==> config.mk <==
export PLATFORM = sky130hd
export DESIGN_NAME = exec_datapath_flat
export DESIGN_NICKNAME = d
export VERILOG_FILES = /design/src/rtl/exec_datapath_if.sv /design/src/rtl/exec_datapath.sv /design/src/flat_wrapper.sv
export SDC_FILE = /design/constraint.sdc
export NUM_CORES = 1
export LEC_CHECK = 0
export BUFFER_PORTS_ARGS = -buffer_cell sky130_fd_sc_hd__buf_2
export CAP_MARGIN = 20
export CORE_MARGIN = 3
export CORE_UTILIZATION = 45
export CTS_BUF_LIST = sky130_fd_sc_hd__clkbuf_16
export DETAILED_ROUTE_END_ITERATION = 6
export GPL_TIMING_DRIVEN = 0
export PLACE_DENSITY = 0.66
export SKIP_LAST_GASP = 1
export SYNTH_ARGS = -nofsm -noshare
export SYNTH_HDL_FRONTEND = slang
export SYNTH_SLANG_ARGS = --single-unit
export TNS_END_PERCENT = 1
==> constraint.sdc <==
create_clock -name clk -period 2.8 [get_ports clk]
set_input_delay 0.56 -clock clk [delete_from_list [all_inputs] [get_ports clk]]
set_output_delay 0.56 -clock clk [all_outputs]
set_load 0.02 [all_outputs]
==> src/rtl/exec_datapath_if.sv <==
// CU <-> execution datapath control/result bundle.
// master = CU side (drives operands/controls), slave = datapath side.
interface exec_datapath_if #(parameter int DATA_WIDTH = 8);
  logic [DATA_WIDTH-1:0] operand1;
  logic [DATA_WIDTH-1:0] operand2;
  logic [DATA_WIDTH-1:0] operand3;
  logic [DATA_WIDTH-1:0] offset;
  logic [3:0]            opcode;
  logic                  sel1;
  logic                  sel3;
  logic                  w_r;
  logic [DATA_WIDTH-1:0] result2;
  logic                  res_valid;
  logic                  zero;
  logic                  carry;
  logic                  busy;

  modport master (
    output operand1, operand2, operand3, offset, opcode, sel1, sel3, w_r,
    input  result2, res_valid, zero, carry, busy
  );
  modport slave (
    input  operand1, operand2, operand3, offset, opcode, sel1, sel3, w_r,
    output result2, res_valid, zero, carry, busy
  );
endinterface

==> src/rtl/exec_datapath.sv <==
// Two-stage execution datapath: ALU in stage 1, data memory access and result/flag update in stage 2.
// Optional power-up memory clear is enabled by defining DMEM_CLEAR_EN.
module exec_datapath #(
  parameter int DATA_WIDTH = 8,
  parameter int ADDR_BITS  = 5
) (
  input  logic            clk,
  input  logic            rst,
  exec_datapath_if.slave  bus
);
  localparam int DW    = DATA_WIDTH;
  localparam int DEPTH = 1 << ADDR_BITS;

  logic [DW-1:0]        opa, opb, alu_res;
  logic [DW:0]          ext;
  logic                 alu_c, accept, run;
  logic                 clr_we;
  logic [ADDR_BITS-1:0] clr_addr;

  logic [DW-1:0]        alu_q, alu_d, wdata_q, wdata_d, result2_q, result2_d;
  logic                 c1_q, c1_d, sel1_q, sel1_d, w_r_q, w_r_d;
  logic                 zero_q, zero_d, carry_q, carry_d;
  logic [1:0]           vld_pipe_q, vld_pipe_d;

  logic [DW-1:0]        mem_q [DEPTH];
  logic                 mem_we;
  logic [ADDR_BITS-1:0] maddr, mem_wa;
  logic [DW-1:0]        mem_wd, rdata;

  logic unused_op3;
  assign unused_op3 = ^bus.operand3;

`ifdef DMEM_CLEAR_EN
  typedef enum logic {S_CLEAR, S_RUN} state_e;
  state_e               state_q;
  logic                 busy_q;
  logic [ADDR_BITS-1:0] clr_addr_q;

  // First cycle after reset only raises busy; the next DEPTH cycles each clear one word.
  always_ff @(posedge clk or negedge rst) begin
    if (!rst) begin
      state_q    <= S_CLEAR;
      busy_q     <= 1'b0;
      clr_addr_q <= '0;
    end else begin
      case (state_q)
        S_CLEAR: begin
          if (!busy_q) busy_q <= 1'b1;
          else begin
            clr_addr_q <= clr_addr_q + 1'b1;
            if (clr_addr_q == '1) begin
              state_q <= S_RUN;
              busy_q  <= 1'b0;
            end
          end
        end
        default: ;
      endcase
    end
  end

  assign run      = (state_q == S_RUN);
  assign clr_we   = (state_q == S_CLEAR) && busy_q;
  assign clr_addr = clr_addr_q;
  assign bus.busy = busy_q;
`else
  assign run      = 1'b1;
  assign clr_we   = 1'b0;
  assign clr_addr = '0;
  assign bus.busy = 1'b0;
`endif

  always_comb begin
    opa     = bus.operand1;
    opb     = bus.sel3 ? bus.offset : bus.operand2;
    alu_res = '0;
    alu_c   = 1'b0;
    ext     = '0;
    case (bus.opcode)
      4'h0: begin ext = {1'b0, opa} + {1'b0, opb};      alu_res = ext[DW-1:0]; alu_c = ext[DW]; end
      4'h1: begin ext = {1'b0, opa} - {1'b0, opb};      alu_res = ext[DW-1:0]; alu_c = ext[DW]; end
      4'h2: alu_res = opa & opb;
      4'h3: alu_res = opa | opb;
      4'h4: alu_res = opa ^ opb;
      4'h5: alu_res = ~opa;
      4'h6: alu_res = opa << opb[2:0];
      4'h7: alu_res = opa >> opb[2:0];
      4'h8: begin ext = {1'b0, opa} + (DW+1)'(1);       alu_res = ext[DW-1:0]; alu_c = ext[DW]; end
      4'h9: begin ext = {1'b0, opa} - (DW+1)'(1);       alu_res = ext[DW-1:0]; alu_c = ext[DW]; end
      4'hA: alu_res = opa;
      4'hB: alu_res = opb;
      4'hC: begin alu_res = DW'(opa == opb); alu_c = (opa < opb); end
      4'hD: begin alu_res = DW'(opa <  opb); alu_c = (opa < opb); end
      default: ;
    endcase
  end

  always_comb begin
    accept  = run && (bus.opcode != 4'hF);
    alu_d   = alu_q;
    c1_d    = c1_q;
    sel1_d  = sel1_q;
    w_r_d   = w_r_q;
    wdata_d = wdata_q;
    if (accept) begin
      alu_d   = alu_res;
      c1_d    = alu_c;
      sel1_d  = bus.sel1;
      w_r_d   = bus.w_r;
      wdata_d = bus.operand2;
    end
    vld_pipe_d = {vld_pipe_q[0], accept};

    // Read-first: the stage-2 read sees memory before this cycle's store lands.
    maddr     = alu_q[ADDR_BITS-1:0];
    rdata     = mem_q[maddr];
    result2_d = result2_q;
    zero_d    = zero_q;
    carry_d   = carry_q;
    if (vld_pipe_q[0]) begin
      result2_d = sel1_q ? alu_q : rdata;
      zero_d    = (alu_q == '0);
      carry_d   = c1_q;
    end

    mem_we = clr_we | (vld_pipe_q[0] & w_r_q);
    mem_wa = clr_we ? clr_addr : maddr;
    mem_wd = clr_we ? '0 : wdata_q;
  end

  always_ff @(posedge clk or negedge rst) begin
    if (!rst) begin
      alu_q      <= '0;
      c1_q       <= 1'b0;
      sel1_q     <= 1'b0;
      w_r_q      <= 1'b0;
      wdata_q    <= '0;
      result2_q  <= '0;
      zero_q     <= 1'b0;
      carry_q    <= 1'b0;
      vld_pipe_q <= '0;
    end else begin
      alu_q      <= alu_d;
      c1_q       <= c1_d;
      sel1_q     <= sel1_d;
      w_r_q      <= w_r_d;
      wdata_q    <= wdata_d;
      result2_q  <= result2_d;
      zero_q     <= zero_d;
      carry_q    <= carry_d;
      vld_pipe_q <= vld_pipe_d;
    end
  end

  // Write enables derive only from reset-cleared flops, so nothing commits while rst is low.
  always_ff @(posedge clk) begin
    if (mem_we) mem_q[mem_wa] <= mem_wd;
  end

  assign bus.result2   = result2_q;
  assign bus.res_valid = vld_pipe_q[1];
  assign bus.zero      = zero_q;
  assign bus.carry     = carry_q;
endmodule

==> src/flat_wrapper.sv <==
// flat-port wrapper written by rule: the top's interface ports become plain ports
module exec_datapath_flat 
#(
  parameter int DATA_WIDTH = 8,
  parameter int ADDR_BITS  = 5
)
  (clk, rst, bus_operand1, bus_operand2, bus_operand3, bus_offset, bus_opcode, bus_sel1, bus_sel3, bus_w_r, bus_result2, bus_res_valid, bus_zero, bus_carry, bus_busy);
  exec_datapath_if #(.DATA_WIDTH(DATA_WIDTH)) bus_i ();
  input  logic clk;
  input  logic rst;
  input wire logic [$bits(bus_i.operand1)-1:0] bus_operand1;
  input wire logic [$bits(bus_i.operand2)-1:0] bus_operand2;
  input wire logic [$bits(bus_i.operand3)-1:0] bus_operand3;
  input wire logic [$bits(bus_i.offset)-1:0] bus_offset;
  input wire logic [$bits(bus_i.opcode)-1:0] bus_opcode;
  input wire logic [$bits(bus_i.sel1)-1:0] bus_sel1;
  input wire logic [$bits(bus_i.sel3)-1:0] bus_sel3;
  input wire logic [$bits(bus_i.w_r)-1:0] bus_w_r;
  output wire logic [$bits(bus_i.result2)-1:0] bus_result2;
  output wire logic [$bits(bus_i.res_valid)-1:0] bus_res_valid;
  output wire logic [$bits(bus_i.zero)-1:0] bus_zero;
  output wire logic [$bits(bus_i.carry)-1:0] bus_carry;
  output wire logic [$bits(bus_i.busy)-1:0] bus_busy;
  assign bus_i.operand1 = bus_operand1;
  assign bus_i.operand2 = bus_operand2;
  assign bus_i.operand3 = bus_operand3;
  assign bus_i.offset = bus_offset;
  assign bus_i.opcode = bus_opcode;
  assign bus_i.sel1 = bus_sel1;
  assign bus_i.sel3 = bus_sel3;
  assign bus_i.w_r = bus_w_r;
  assign bus_result2 = bus_i.result2;
  assign bus_res_valid = bus_i.res_valid;
  assign bus_zero = bus_i.zero;
  assign bus_carry = bus_i.carry;
  assign bus_busy = bus_i.busy;
  exec_datapath #(.DATA_WIDTH(DATA_WIDTH), .ADDR_BITS(ADDR_BITS)) u_core (.clk(clk), .rst(rst), .bus(bus_i));
endmodule
* Yosys cells after proc, flatten, opt, wreduce, memory -nomap -nowiden
Memories as Yosys holds them, arrays and structs flattened.
Cells that the tools add are included.
** Operators by class
- $lt $le $gt $ge :: 1
- Multiplexer cells :: 6
- Reductions and logical operators :: 3
- Equal/unequal tests :: 15
- Bitwise logic cells :: 5
- Shifts and indexed selects :: 2
- Add/sub/neg operators :: 4
** Operators by type and width (count)
- $pmux W8 S14 :: 1
- $eq A4 B4 Y1 const B :: 6
- $eq A4 B3 Y1 const B :: 4
- $mux W8 :: 2
- $add A8 B1 Y9 const B :: 1
- $add A8 B8 Y9 :: 1
- $sub A8 B1 Y9 const B :: 1
- $sub A8 B8 Y9 :: 1
- $and A8 B8 Y8 :: 1
- $eq A4 B2 Y1 const B :: 2
- $eq A8 B8 Y1 :: 1
- $logic_not A8 Y1 :: 1
- $lt A8 B8 Y1 :: 1
- $not A8 Y8 :: 1
- $or A8 B8 Y8 :: 1
- $shl A8 B3 Y8 :: 1
- $shr A8 B3 Y8 :: 1
- $xor A8 B8 Y8 :: 1
- $pmux W1 S5 :: 1
- $eq A4 B1 Y1 const B :: 1
- $logic_not A4 Y1 :: 1
- $ne A4 B4 Y1 const B :: 1
- $mux W1 :: 2
- $reduce_or A2 Y1 :: 1
- $and A1 B1 Y1 :: 1
** Storage, ports and cells
- RAM bits :: 256
- Output and inout bits :: 12
- Memories :: 1
- Flip-flop bits (word level) :: 31
- Input bits :: 41
- Word-level logic and storage cells :: 46
** Memory list
- u_core.mem_q :: depth 32, width 8, rd ports 1, clocked after Yosys merged registers in 0, write ports 1, RTL line exec_datapath.sv:25 : logic [DW-1:0] mem_q [DEPTH];

* Depth between registers and ports, before layout
Gate-level depths: netlist of the first run.
- Depth in word-level cells :: 3
- Gate-level depth with buffers :: 12
- Gate-level depth less buffers :: 11

* Least setup slack after synthesis of the first run
Ideal clock, no wire load.
- Kind :: in2reg
- Start point :: input port bus_sel3
- End point :: register u_core.alu_q[4]
- Slack :: -0.061 ns
- Stages on the path :: 12
- Data required time :: 2.661 ns
- Buffers on the path :: 1
- Data arrival time :: 2.722 ns
- Setup time :: 0.139 ns
- Path through :: mux2i_4 -> inv_2 -> buf_2 -> ha_1 -> inv_1 -> fa_1 -> nand2b_1 -> a21oi_1 -> nor2_1 -> xnor2_1 -> o221ai_1 -> or4_1
** Between the ends
- Cells in the longest elaborated chain, start to end :: 3
- Elaborated cells on any way between the ends :: 9
- Classes of those cells :: add/sub: 2; shift: 2; mux: 2; bitwise: 3
** Ends and longest elaborated chain
- from (decl) :: RTL line flat_wrapper.sv:17 : input wire logic [$bits(bus_i.sel3)-1:0] bus_sel3;
- $mux W8 * :: RTL line exec_datapath.sv:75 : opb = bus.sel3 ? bus.offset : bus.operand2;
- $sub A8 B8 Y9, or another cell as far along :: RTL line exec_datapath.sv:81 : 4'h1: begin ext = {1'b0, opa} - {1'b0, opb}; alu_res = ext[DW-1:0]; alu_c = ext[DW]; end
- $pmux W8 S14 * :: RTL line exec_datapath.sv:79 : case (bus.opcode)
- to (signal assigned) :: RTL line exec_datapath.sv:143 : alu_q <= alu_d;
- to (decl) :: RTL line exec_datapath.sv:20 : logic [DW-1:0] alu_q, alu_d, wdata_q, wdata_d, result2_q, result2_d;
Every way passes the cells marked *; elsewhere a longest branch is shown, timed or not.
A chain may end at the register's enable or synchronous reset.

* Final worst setup path of the first run
- Start point :: input port bus_operand1[6]
- End point :: register u_core.alu_q[0]
** Between the ends
- Cells in the longest elaborated chain, start to end :: 2
- Elaborated cells on any way between the ends :: 5
- Classes of those cells :: order compare: 1; eq/ne: 1; shift: 2; mux: 1
** Ends and longest elaborated chain
- from (decl) :: RTL line flat_wrapper.sv:11 : input wire logic [$bits(bus_i.operand1)-1:0] bus_operand1;
- $lt A8 B8 Y1, or another cell as far along :: RTL line exec_datapath.sv:93 : 4'hD: begin alu_res = DW'(opa < opb); alu_c = (opa < opb); end
- $pmux W8 S14 * :: RTL line exec_datapath.sv:79
Marked as above.

==> qor.yml, run 1 <==
floorplan:
  die_height_um: 180
  floorplan.die.width_um: 180
  floorplan.initialDensity_pct: 46.0
  dieArea_mm2: 0.0326
  floorplan.rows: 63
  floorplan.io_pins: 53
  core_area_mm2: 0.0298
timing:
  clock.fmax_mhz: 320
  setup_ws_ns: -0.327
  worst_slew_margin_rel_pct: 25.8
  setup-violations-final: 134
  max_slew.worst_pin.slew_ns: 1.11
  final.setup_skew_ns: 0.0114
  final_hold_viol_count: 0
  finalCriticalPeriod_ns: 3.13
  unrepaired_setup_endpoints_after_global_routing: "true"
  maxSlewViolCount: 0
  post-route-period-util_pct: 112
outcome:
  violated_checks: "negative setup slack"
  outcome: "finished, violations left"
clock_network:
  tritoncts: "built"
  cts.path.max_buffers: 3
  cts.root.buffer_cell: "sky130_fd_sc_hd__clkbuf_16"
  cts_num_sinks: 287
  postCtsHoldBufs: 0
  cts.reportedPaths.clkPinSlew_ns: 0.06
  htree_num_levels: 1
  tritoncts.num_buffers: 27
  insertion_delay_ns: 0.54
finish:
  area_delta_synth_final_pct: 13.7
  layout.core_utilization_pct: 52.3
  nFillCells: 2459
  layout.nets: 1081
  multi_input_comb_area_mm2: 0.00484
  ff_latch_area_mm2: 0.00846
  n_antenna_cell: 0
  layout-drive-gt1-share_pct: 24.4
  stdcell_count: 1419
critical_path:
  crit_path_cell_trace: "buf_2 > clkbuf_1 > inv_1 > ha_1 > inv_1 > a21oi_1 > nand2_1 > o21ai_0 > o21ai_0 > o211ai_1"
  crit_path_top_delay_cell: "sky130_fd_sc_hd__clkbuf_1"
  cp_top_family: "compound AO/OA/AOI/OAI gates"
  timing.critical_path.depth: 10
  cp_data_arrival_time_ns: 3.56
  critical_path.n_buffers_inverters: 4
  ff2ff_path_depth: 7
  cp.required_ns: 3.23
  critPathMaxFanout: 10
  setup.worst_path.class: "input pin to flop"
  worst_setup_path_end_kind: "flop"
  cpPeakStageDelay_ns: 0.53
  crit_path_start_kind: "input pin"
global_routing:
  antenna_found_initial: 0
  groute.usage.overall_pct: 22.5
  via_count_of_the_first_global_routing_pass: 8393
  grt_pass1_wl_um: 56000
  grt_overflow: 0
  grt_start_max_net_pins: 34
detailed_routing:
  route.detailed.vias_per_inst: 6.25
  remaining_antenna_violation_count: 0
  drtIter0Drc: 1041
  vias: 8867
  routed_wl_um: 37700
  routedWlPerCell_um: 26.6
  drt_drc_violations_left: 0
  drt_pre_antenna_iters: 5
synthesis:
  synth_flop_cell: "sky130_fd_sc_hd__edfxtp_1"
  number_of_nets_produced_by_synthesis: 995
  syn_area_cell_um2: 14.9
  yosysSeqAreaShare_pct: 61.8
  synth-edff-count: 256
  ys.warnings.count: 0
  yosys.cell_types.count: 70
  synth_async_sr_flop_share_pct: 10.8
  syn_inst: 922
  ys_ff_latch: 287
  post_synthesis_instance_area_mm2: 0.0137
hold_path:
  hold_path_class: "input pin to asynchronous set/reset pin"
placement:
  routabilityCongestion: 0.975
  place.detailed.instances: 1355
  dp_hpwl_um: 25700
  placement.io_buffers: 43
run:
  maxCapViolCount: 0
power:
  power_per_cell_area_mw_per_mm2: 667
  power_leakage_nw: 5.30
  worst_ir_drop_vdd_v: 0.000621
==> power by group <==
group	internal, mW	leakage (nW)	switching [mW]
Combinational	0.720	2.18	1.15
Clock	2.03	0.452	1.54
Sequential	4.82	2.67	0.120
==> path summary, 6_finish.rpt <==
check	start	to	slack, ns
setup / recovery	bus_operand1[6]	u_core.alu_q[0]	-0.33
hold / removal	rst	u_core.mem_wd[3]	0.06
setup reg to reg	u_core.alu_q[0]	u_core.mem_q[4][6]	-0.25
hold reg to reg	u_core.vld_pipe_q[0]	u_core.vld_pipe_q[1]	0.51
max in group asynchronous	rst	u_core.bus.result2[2]	2.28
min in group clk	bus_w_r	u_core.w_r_q	0.27
==> cell families after synthesis <==
group	Yosys count	share of synthesized area [%]
compound gates	156	7.73
xor+xnor	7	0.448
fa+ha+maj	32	3.03
buf+inv	97	3.46
flops	287	61.8
mux	112	15.0
other cells	1	0.0274
simple gates	230	8.47
==> stage by stage <==
step | worst slack (ns) | hold WS [ns] | total power, mW | setup TNS, ns | area [µm²]
final | -0.327 | 0.0635 | 10.4 | -24.19 | 15600
after global placement | -0.847 | 0.472 | 6.80 | -81.06 | 14400
after global routing | -0.477 | 0.114 | 10.7 | -43.03 | 15600
after detailed placement | -0.765 | 0.471 | 6.81 | -80.88 | 14400
after floorplan | 0.0563 | 0.264 | 6.14 | 0 | 13700
after CTS | -0.427 | 0.0764 | 10.4 | -49.60 | 15300
==> registers in the layout (all words and copies together), names as in the netlist, 2 cells and up <==
signal	cells
u_core.alu_q	8
u_core.mem_q	256
u_core.bus.result2	8
u_core.mem_wd	8
u_core.vld_pipe_q	2
==> cells in the final DEF, fill, tap and decap left out, types with 17 or more instances in the layout <==
master	count
sky130_fd_sc_hd__nand2_1	42
sky130_fd_sc_hd__mux2_2	17
sky130_fd_sc_hd__nor2_1	50
sky130_fd_sc_hd__mux4_2	71
sky130_fd_sc_hd__o21ai_0	24
sky130_fd_sc_hd__ha_1	30
sky130_fd_sc_hd__buf_2	67
sky130_fd_sc_hd__nand3_1	19
sky130_fd_sc_hd__clkbuf_16	27
sky130_fd_sc_hd__clkbuf_1	22
sky130_fd_sc_hd__dfrtp_1	31
sky130_fd_sc_hd__edfxtp_1	256
sky130_fd_sc_hd__mux2i_1	21
sky130_fd_sc_hd__nor3_1	25
sky130_fd_sc_hd__inv_1	36
sky130_fd_sc_hd__a21oi_1	32
==> repair_timing <==
item	in CTS	in global routing
setup buffers	3	5
pin swaps	1	1
hold endpoints to repair	0	0
endpoints found under the setup margin	261	217
gates resized for setup	12	13
==> layer usage <==
layer / track usage, % / share of wire [%] / up-vias
li1: - / - / 3833
met1: 32.8 / 42 / 4546
met2: 36.3 / 48 / 421
met3: 2.60 / 7.2 / 67
met4: 6.48 / 2.9 / 0
met5: 0 / 0 / -
==> synth_stat cells, types with 22 or more instances <==
| master | instances | share of area [%] |
|---|---|---|
| sky130_fd_sc_hd__edfxtp_1 | 256 | 56 |
| sky130_fd_sc_hd__mux4_2 | 71 | 12 |
| sky130_fd_sc_hd__nor2_1 | 67 | 1.8 |
| sky130_fd_sc_hd__nand2_1 | 42 | 1.2 |
| sky130_fd_sc_hd__a21oi_1 | 32 | 1.2 |
| sky130_fd_sc_hd__dfrtp_1 | 31 | 5.7 |
| sky130_fd_sc_hd__ha_1 | 30 | 2.7 |
| sky130_fd_sc_hd__inv_1 | 29 | 0.79 |
| sky130_fd_sc_hd__buf_2 | 25 | 0.91 |
| sky130_fd_sc_hd__nor3_1 | 25 | 0.91 |
| sky130_fd_sc_hd__o21ai_0 | 24 | 0.88 |
| sky130_fd_sc_hd__clkbuf_1 | 22 | 0.60 |
==> cell type report <==
| type | count | share of cell area, % |
|---|---|---|
| Inverter | 33 | 0.812 |
| Buffer | 64 | 2.27 |
| Multi-Input combinational cell | 538 | 31.1 |
| Tap cell | 390 | 3.13 |
| Timing Repair Buffer | 57 | 2.75 |
| Clock buffer | 27 | 4.34 |
| Clock inverter | 23 | 1.23 |
| Sequential cell | 287 | 54.4 |
(Power assumes the default switching activity.)
==> run 2: changes to the inputs <==
--- a/config.mk
+++ b/config.mk
@@ -7,12 +7,15 @@
 export LEC_CHECK = 0
 export BUFFER_PORTS_ARGS = -buffer_cell sky130_fd_sc_hd__buf_2
 export CAP_MARGIN = 20
+export CELL_PAD_IN_SITES_DETAIL_PLACEMENT = 0
+export CELL_PAD_IN_SITES_GLOBAL_PLACEMENT = 1
 export CORE_MARGIN = 3
 export CORE_UTILIZATION = 45
 export CTS_BUF_LIST = sky130_fd_sc_hd__clkbuf_16
 export DETAILED_ROUTE_END_ITERATION = 6
 export GPL_TIMING_DRIVEN = 0
-export PLACE_DENSITY = 0.66
+export PLACE_DENSITY = 0.75
+export REMOVE_ABC_BUFFERS = 1
 export SKIP_LAST_GASP = 1
 export SYNTH_ARGS = -nofsm -noshare
 export SYNTH_HDL_FRONTEND = slang
==> qor.yml, run 2 (synthesis gave the netlist of run 1 again) <==
clock_network:
  postCtsHoldBufs: 0  # unchanged
  htree_num_levels: 1  # unchanged
  cts.reportedPaths.clkPinSlew_ns: 0.06  # about the same
  cts_num_sinks: 287  # unchanged
  cts.root.buffer_cell: "sky130_fd_sc_hd__clkbuf_16"  # unchanged
  insertion_delay_ns: 0.54  # about the same
  tritoncts.num_buffers: 29  # was 27
  cts.path.max_buffers: 3  # unchanged
  tritoncts: "built"  # unchanged
finish:
  layout.nets: 1022  # was 1,081
  stdcell_count: 1362  # was 1,419
  n_antenna_cell: 0  # unchanged
  area_delta_synth_final_pct: 12.7  # was 13.7%
  most_frequent_standard_cell_in_the_layout_excluding_fill_and_tap_cells: "sky130_fd_sc_hd__edfxtp_1"  # unchanged
  largest_register: "u_core.mem_q"  # unchanged
  mostFrequentLayoutCells: "sky130_fd_sc_hd__edfxtp_1 (256), sky130_fd_sc_hd__mux4_2 (71), sky130_fd_sc_hd__nor2_1 (50)"  # was sky130_fd_sc_hd__edfxtp_1 (256), sky130_fd_sc_hd__mux4_2 (71), sky130_fd_sc_hd__buf_2 (67)
  nFillCells: 2477  # was 2,459
  layout-drive-gt1-share_pct: 22.9  # was 24.4%
  largest_register_ffs: 256  # unchanged
critical_path:
  timing.rr.end: "u_core.bus.result2[0]"  # was u_core.mem_q[4][6]
  cp.required_ns: 3.23  # about the same
  crit_path_start_kind: "flop"  # was input pin
  reg2reg_launch_point: "u_core.alu_q[0]"  # unchanged
  ff2ff_path_depth: 6  # was 7
  regToRegSetupSlack_ns: -0.26  # was -0.25 ns
  worst_setup_path_end_kind: "flop"  # unchanged
  cp_data_arrival_time_ns: 3.48  # was 3.56 ns
  critPathMaxFanout: 36  # was 10
  setup.worst_path.class: "flop to flop"  # was input pin to flop
timing:
  worst_slew_margin_rel_pct: 25.2  # was 25.8%
  maxSlewViolCount: 0  # unchanged
  setup_ws_ns: -0.256  # was -0.327 ns
  max_slew.worst_pin.slew_ns: 1.12  # was 1.11 ns
  fin_tns_setup_ns: -7.78  # was -24.19 ns
  worst_hold_slack_ns: 0.0912  # was 0.0635 ns
  final.setup_skew_ns: 0.00731  # was 0.0114 ns
  clock.fmax_mhz: 327  # was 320 MHz
  setup-violations-final: 93  # was 134
  post-route-period-util_pct: 109  # was 112%
  unrepaired_setup_endpoints_after_global_routing: "true"  # unchanged
  final_hold_viol_count: 0  # unchanged
  finalCriticalPeriod_ns: 3.06  # was 3.13 ns
global_routing:
  antenna_found_initial: 0  # unchanged
  via_count_of_the_first_global_routing_pass: 8241  # was 8,393
  grt_overflow: 0  # unchanged
  groute.usage.overall_pct: 20.8  # was 22.5%
  grt_start_max_net_pins: 60  # was 34
  grt_pass1_wl_um: 52300  # was 56,000 µm
floorplan:
  floorplan.rows: 63  # unchanged
  floorplan.die.width_um: 180  # unchanged
  core_area_mm2: 0.0298  # unchanged
  floorplan.io_pins: 53  # unchanged
  die_height_um: 180  # unchanged
  floorplan.initialDensity_pct: 46.0  # unchanged
  dieArea_mm2: 0.0326  # unchanged
detailed_routing:
  remaining_antenna_violation_count: 0  # unchanged
  dr.max_layer_used: "met4"  # unchanged
  length_of_routed_wiring_on_met1_um: 15100  # was 15,900 µm
  routed_wl_um: 34500  # was 37,700 µm
  routedWlPerCell_um: 25.3  # was 26.6 µm
  vias: 8469  # was 8,867
  met2_length_um: 15700  # was 18,000 µm
  dr_wl_met3_um: 2970  # was 2700 µm
  drt_pre_antenna_iters: 6  # was 5
  drt_drc_violations_left: 0  # unchanged
  drtIter0Drc: 897  # was 1,041
  route.detailed.vias_per_inst: 6.22  # was 6.25
run:
  maxCapViolCount: 0  # unchanged
hold_path:
  hold_path_class: "input pin to asynchronous set/reset pin"  # unchanged
power:
  power_leakage_nw: 5.20  # was 5.30 nW
  worst_ir_drop_vdd_v: 0.000494  # was 0.000621 V
  power_per_cell_area_mw_per_mm2: 692  # was 667 mW/mm²
placement:
  place.detailed.instances: 1295  # was 1,355
  dp_hpwl_um: 22300  # was 25,700 µm
  routabilityCongestion: 0.893  # was 0.975
  placement.io_buffers: 43  # unchanged
outcome:
  violated_checks: "negative setup slack"  # unchanged
  outcome: "finished, violations left"  # unchanged
run 2: metrics by stage:
stage	power [mW]	area, µm²	utilization [%]	worst slack (ns)
floorplan	6.07	13300	-	-1.28
global placement	6.71	14100	47.2	-3.96
detailed placement	6.69	14100	47.5	-1.00
CTS	10.7	15200	51.1	-0.325
global route	11.1	15400	51.8	-0.445
finish	10.7	15400	51.8	-0.256
run 2: what timing repair did:
item / in CTS / in global routing
setup buffers: 3 / 3
pin swaps: 1 / 1
resized for setup: 18 / 4
endpoints found under the setup margin: 233 / 228
run 2: worst max-delay path by stage:
stage	startpoint	end	slack, ns
after floorplan	u_core.alu_q[0]	u_core.mem_q[19][0]	-1.28
after global placement	u_core.alu_q[0]	u_core.mem_q[19][6]	-3.96
after detailed placement	bus_sel3	u_core.alu_q[4]	-1.00
after CTS	u_core.alu_q[0]	u_core.mem_q[15][2]	-0.32
after global routing	u_core.alu_q[0]	u_core.bus.result2[3]	-0.45
final	u_core.alu_q[0]	u_core.bus.result2[0]	-0.26
run 2: cell type report:
cell class | instances | area [µm²] | share of cell area (%)
Clock buffer | 29 | 726 | 4.70
Clock inverter | 25 | 273 | 1.77
Inverter | 33 | 126 | 0.819
Multi-Input combinational cell | 538 | 4820 | 31.2
Sequential cell | 287 | 8470 | 54.9
Tap cell | 390 | 488 | 3.16
Timing Repair Buffer | 60 | 531 | 3.44
run 2: critical path, stage by stage, from the launching register on:
cell and delay (ns):
sky130_fd_sc_hd__dfrtp_4 0.92, sky130_fd_sc_hd__buf_16 0.31, sky130_fd_sc_hd__mux4_2 0.52, sky130_fd_sc_hd__nor2b_1 0.16
sky130_fd_sc_hd__a311oi_1 0.64, sky130_fd_sc_hd__a31oi_1 0.18, sky130_fd_sc_hd__o31a_1 0.16
run 2: per-layer routing:
layer	global-route usage, %	vias to the layer above
li1	-	3726
met1	31.4	4310
met2	31.9	378
met3	4.26	55
met4	3.84	0
met5	0	-
run 2: power by group:
| group | internal, mW | switching (mW) |
|---|---|---|
| clock | 2.44 | 1.59 |
| combinational | 0.684 | 0.925 |
| sequential | 4.83 | 0.231 |
| total | 7.94 | 2.74 |
==> run 3: changes to the inputs <==
--- a/config.mk
+++ b/config.mk
@@ -14,7 +14,7 @@
 export CTS_BUF_LIST = sky130_fd_sc_hd__clkbuf_16
 export DETAILED_ROUTE_END_ITERATION = 6
 export GPL_TIMING_DRIVEN = 0
-export PLACE_DENSITY = 0.75
+export PLACE_DENSITY = 0.81
 export REMOVE_ABC_BUFFERS = 1
 export SKIP_LAST_GASP = 1
 export SYNTH_ARGS = -nofsm -noshare
==> qor.yml, run 3 (synthesis gave the netlist of run 1 again) <==
critical_path:
  cp.required_ns: 2.96  # was 3.23 ns
  critPathMaxFanout: 60  # was 36
  crit_path_top_delay_cell: "sky130_fd_sc_hd__nor2_1"  # was sky130_fd_sc_hd__dfrtp_4
  cp_top_family: "simple AND/OR/NAND/NOR gates"  # was compound AO/OA/AOI/OAI gates
  worst_setup_path_end_kind: "flop"  # unchanged
  critical_path.n_buffers_inverters: 1  # unchanged
  setup.worst_path.class: "flop to flop"  # unchanged
  crit_path_start_kind: "flop"  # unchanged
  cp_data_arrival_time_ns: 3.15  # was 3.48 ns
  cpPeakStageDelay_ns: 0.90  # was 0.92 ns
  crit_path_cell_trace: "buf_16 > nand4_1 > nor2_1"  # was buf_16 > mux4_2 > nor2b_1 > a311oi_1 > a31oi_1 > o31a_1
clock_network:
  cts_num_sinks: 287  # unchanged
  cts.reportedPaths.clkPinSlew_ns: 0.06  # about the same
  postCtsHoldBufs: 0  # unchanged
  tritoncts.num_buffers: 29  # unchanged
  cts.path.max_buffers: 3  # unchanged
  htree_num_levels: 1  # unchanged
  tritoncts: "built"  # unchanged
  insertion_delay_ns: 0.54  # about the same
  cts.root.buffer_cell: "sky130_fd_sc_hd__clkbuf_16"  # unchanged
outcome:
  violated_checks: "negative setup slack"  # unchanged
  outcome: "finished, violations left"  # unchanged
detailed_routing:
  vias: 8538  # was 8,469
  route.detailed.vias_per_inst: 6.29  # was 6.22
  routedWlPerCell_um: 25.3  # about the same
  drt_pre_antenna_iters: 5  # was 6
  routed_wl_um: 34300  # was 34,500 µm
  remaining_antenna_violation_count: 0  # unchanged
  drtIter0Drc: 1208  # was 897
  drt_drc_violations_left: 0  # unchanged
finish:
  area_delta_synth_final_pct: 11.6  # was 12.7%
  layout.core_utilization_pct: 51.3  # was 51.8%
  largest_register: "u_core.mem_q"  # unchanged
  n_antenna_cell: 0  # unchanged
  stdcell_count: 1357  # was 1,362
  layout-drive-gt1-share_pct: 20.8  # was 22.9%
  nFillCells: 2488  # was 2,477
  most_frequent_standard_cell_in_the_layout_excluding_fill_and_tap_cells: "sky130_fd_sc_hd__edfxtp_1"  # unchanged
  layout.nets: 1019  # was 1,022
  largest_register_ffs: 256  # unchanged
  mostFrequentLayoutCells: "sky130_fd_sc_hd__edfxtp_1 (256), sky130_fd_sc_hd__mux4_2 (71), sky130_fd_sc_hd__nor2_1 (65)"  # was sky130_fd_sc_hd__edfxtp_1 (256), sky130_fd_sc_hd__mux4_2 (71), sky130_fd_sc_hd__nor2_1 (50)
power:
  power_per_cell_area_mw_per_mm2: 677  # was 692 mW/mm²
  worst_ir_drop_vdd_v: 0.000381  # was 0.000494 V
  power_leakage_nw: 5.14  # was 5.20 nW
  power_mw: 10.3  # was 10.7 mW
placement:
  routabilityCongestion: 0.927  # was 0.893
  placement.io_buffers: 43  # unchanged
  place.detailed.instances: 1293  # was 1,295
  place_worst_setup_slack_ns: -1.08  # was -1.00 ns
  dp_hpwl_um: 22100  # was 22,300 µm
floorplan:
  dieArea_mm2: 0.0326  # unchanged
  floorplan.die.width_um: 180  # unchanged
  floorplan.initialDensity_pct: 46.0  # unchanged
  floorplan.rows: 63  # unchanged
  floorplan.io_pins: 53  # unchanged
  die_height_um: 180  # unchanged
  core_area_mm2: 0.0298  # unchanged
global_routing:
  groute.usage.overall_pct: 21.0  # was 20.8%
  grt_pass1_wl_um: 52800  # was 52,300 µm
  grt_start_max_net_pins: 61  # was 60
  antenna_found_initial: 1  # was 0
  via_count_of_the_first_global_routing_pass: 8318  # was 8,241
  grt_overflow: 0  # unchanged
timing:
  worst_slew_margin_rel_pct: 24.2  # was 25.2%
  worst_hold_slack_ns: 0.131  # was 0.0912 ns
  final_hold_viol_count: 0  # unchanged
  maxSlewViolCount: 0  # unchanged
  max_slew.worst_pin.slew_ns: 1.13  # was 1.12 ns
  post-route-period-util_pct: 107  # was 109%
  setup-violations-final: 88  # was 93
  final.setup_skew_ns: 0.0126  # was 0.00731 ns
  clock.fmax_mhz: 335  # was 327 MHz
  finalCriticalPeriod_ns: 2.99  # was 3.06 ns
  setup_ws_ns: -0.189  # was -0.256 ns
  unrepaired_setup_endpoints_after_global_routing: "true"  # unchanged
run:
  maxCapViolCount: 0  # unchanged
hold_path:
  hold_path_class: "input pin to asynchronous set/reset pin"  # unchanged
[run 3: worst paths after layout]
kind | from | endpoint | slack [ns] | depth (start not counted)
min in group clk | bus_operand2[7] | u_core.mem_wd[7] | 0.27 | 2
worst min-delay path | rst | u_core.alu_q[0] | 0.13 | 1
worst max register to register | u_core.alu_q[1] | u_core.mem_q[27][4] | -0.19 | 3
worst min register to register | u_core.c1_q | u_core.bus.carry | 0.52 | 1
max in group asynchronous | rst | u_core.alu_q[1] | 2.05 | 1
worst max-delay path | u_core.alu_q[1] | u_core.mem_q[27][4] | -0.19 | 3
[run 3: power by group]
group          leakage, nW  total (mW)  internal [mW]  switching [mW]
Clock                0.465        3.69           2.15            1.54
Sequential            2.67        5.03           4.83           0.207
Combinational         2.01        1.63          0.680           0.946
[run 3: layout make-up]
| cell class | instances | area (µm²) | area share (%) |
|---|---|---|---|
| sequential | 287 | 8470 | 55.4 |
| multi-input combinational | 538 | 4780 | 31.2 |
| timing repair buffer | 57 | 510 | 3.34 |
| tap | 390 | 488 | 3.19 |
| inverter | 33 | 129 | 0.843 |
| clock buffer | 29 | 726 | 4.75 |
| clock inverter | 23 | 185 | 1.21 |
[run 3: layer usage]
metal / vias to the layer above / GRT usage [%] / share of wire [%]
met3: 66 / 4.34 / 9.2
met2: 461 / 31.6 / 46
met1: 4304 / 31.4 / 42
met5: - / 0 / 0.038
met4: 2 / 5.77 / 2.9
li1: 3705 / - / -
[run 3: what timing repair did]
| action | CTS | global route |
|---|---|---|
| endpoints found under the setup margin | 96 | 219 |
| resized for setup | 3 | 5 |
| buffers inserted | 1 | 3 |
[run 3: through the flow]
step	setup TNS (ns)	area (µm²)
finish	-9.08	15300
global route	-26.76	15300
detailed placement	-19.02	14100
floorplan	-211.16	13300
CTS	-1.53	15000
global placement	-728.68	14100
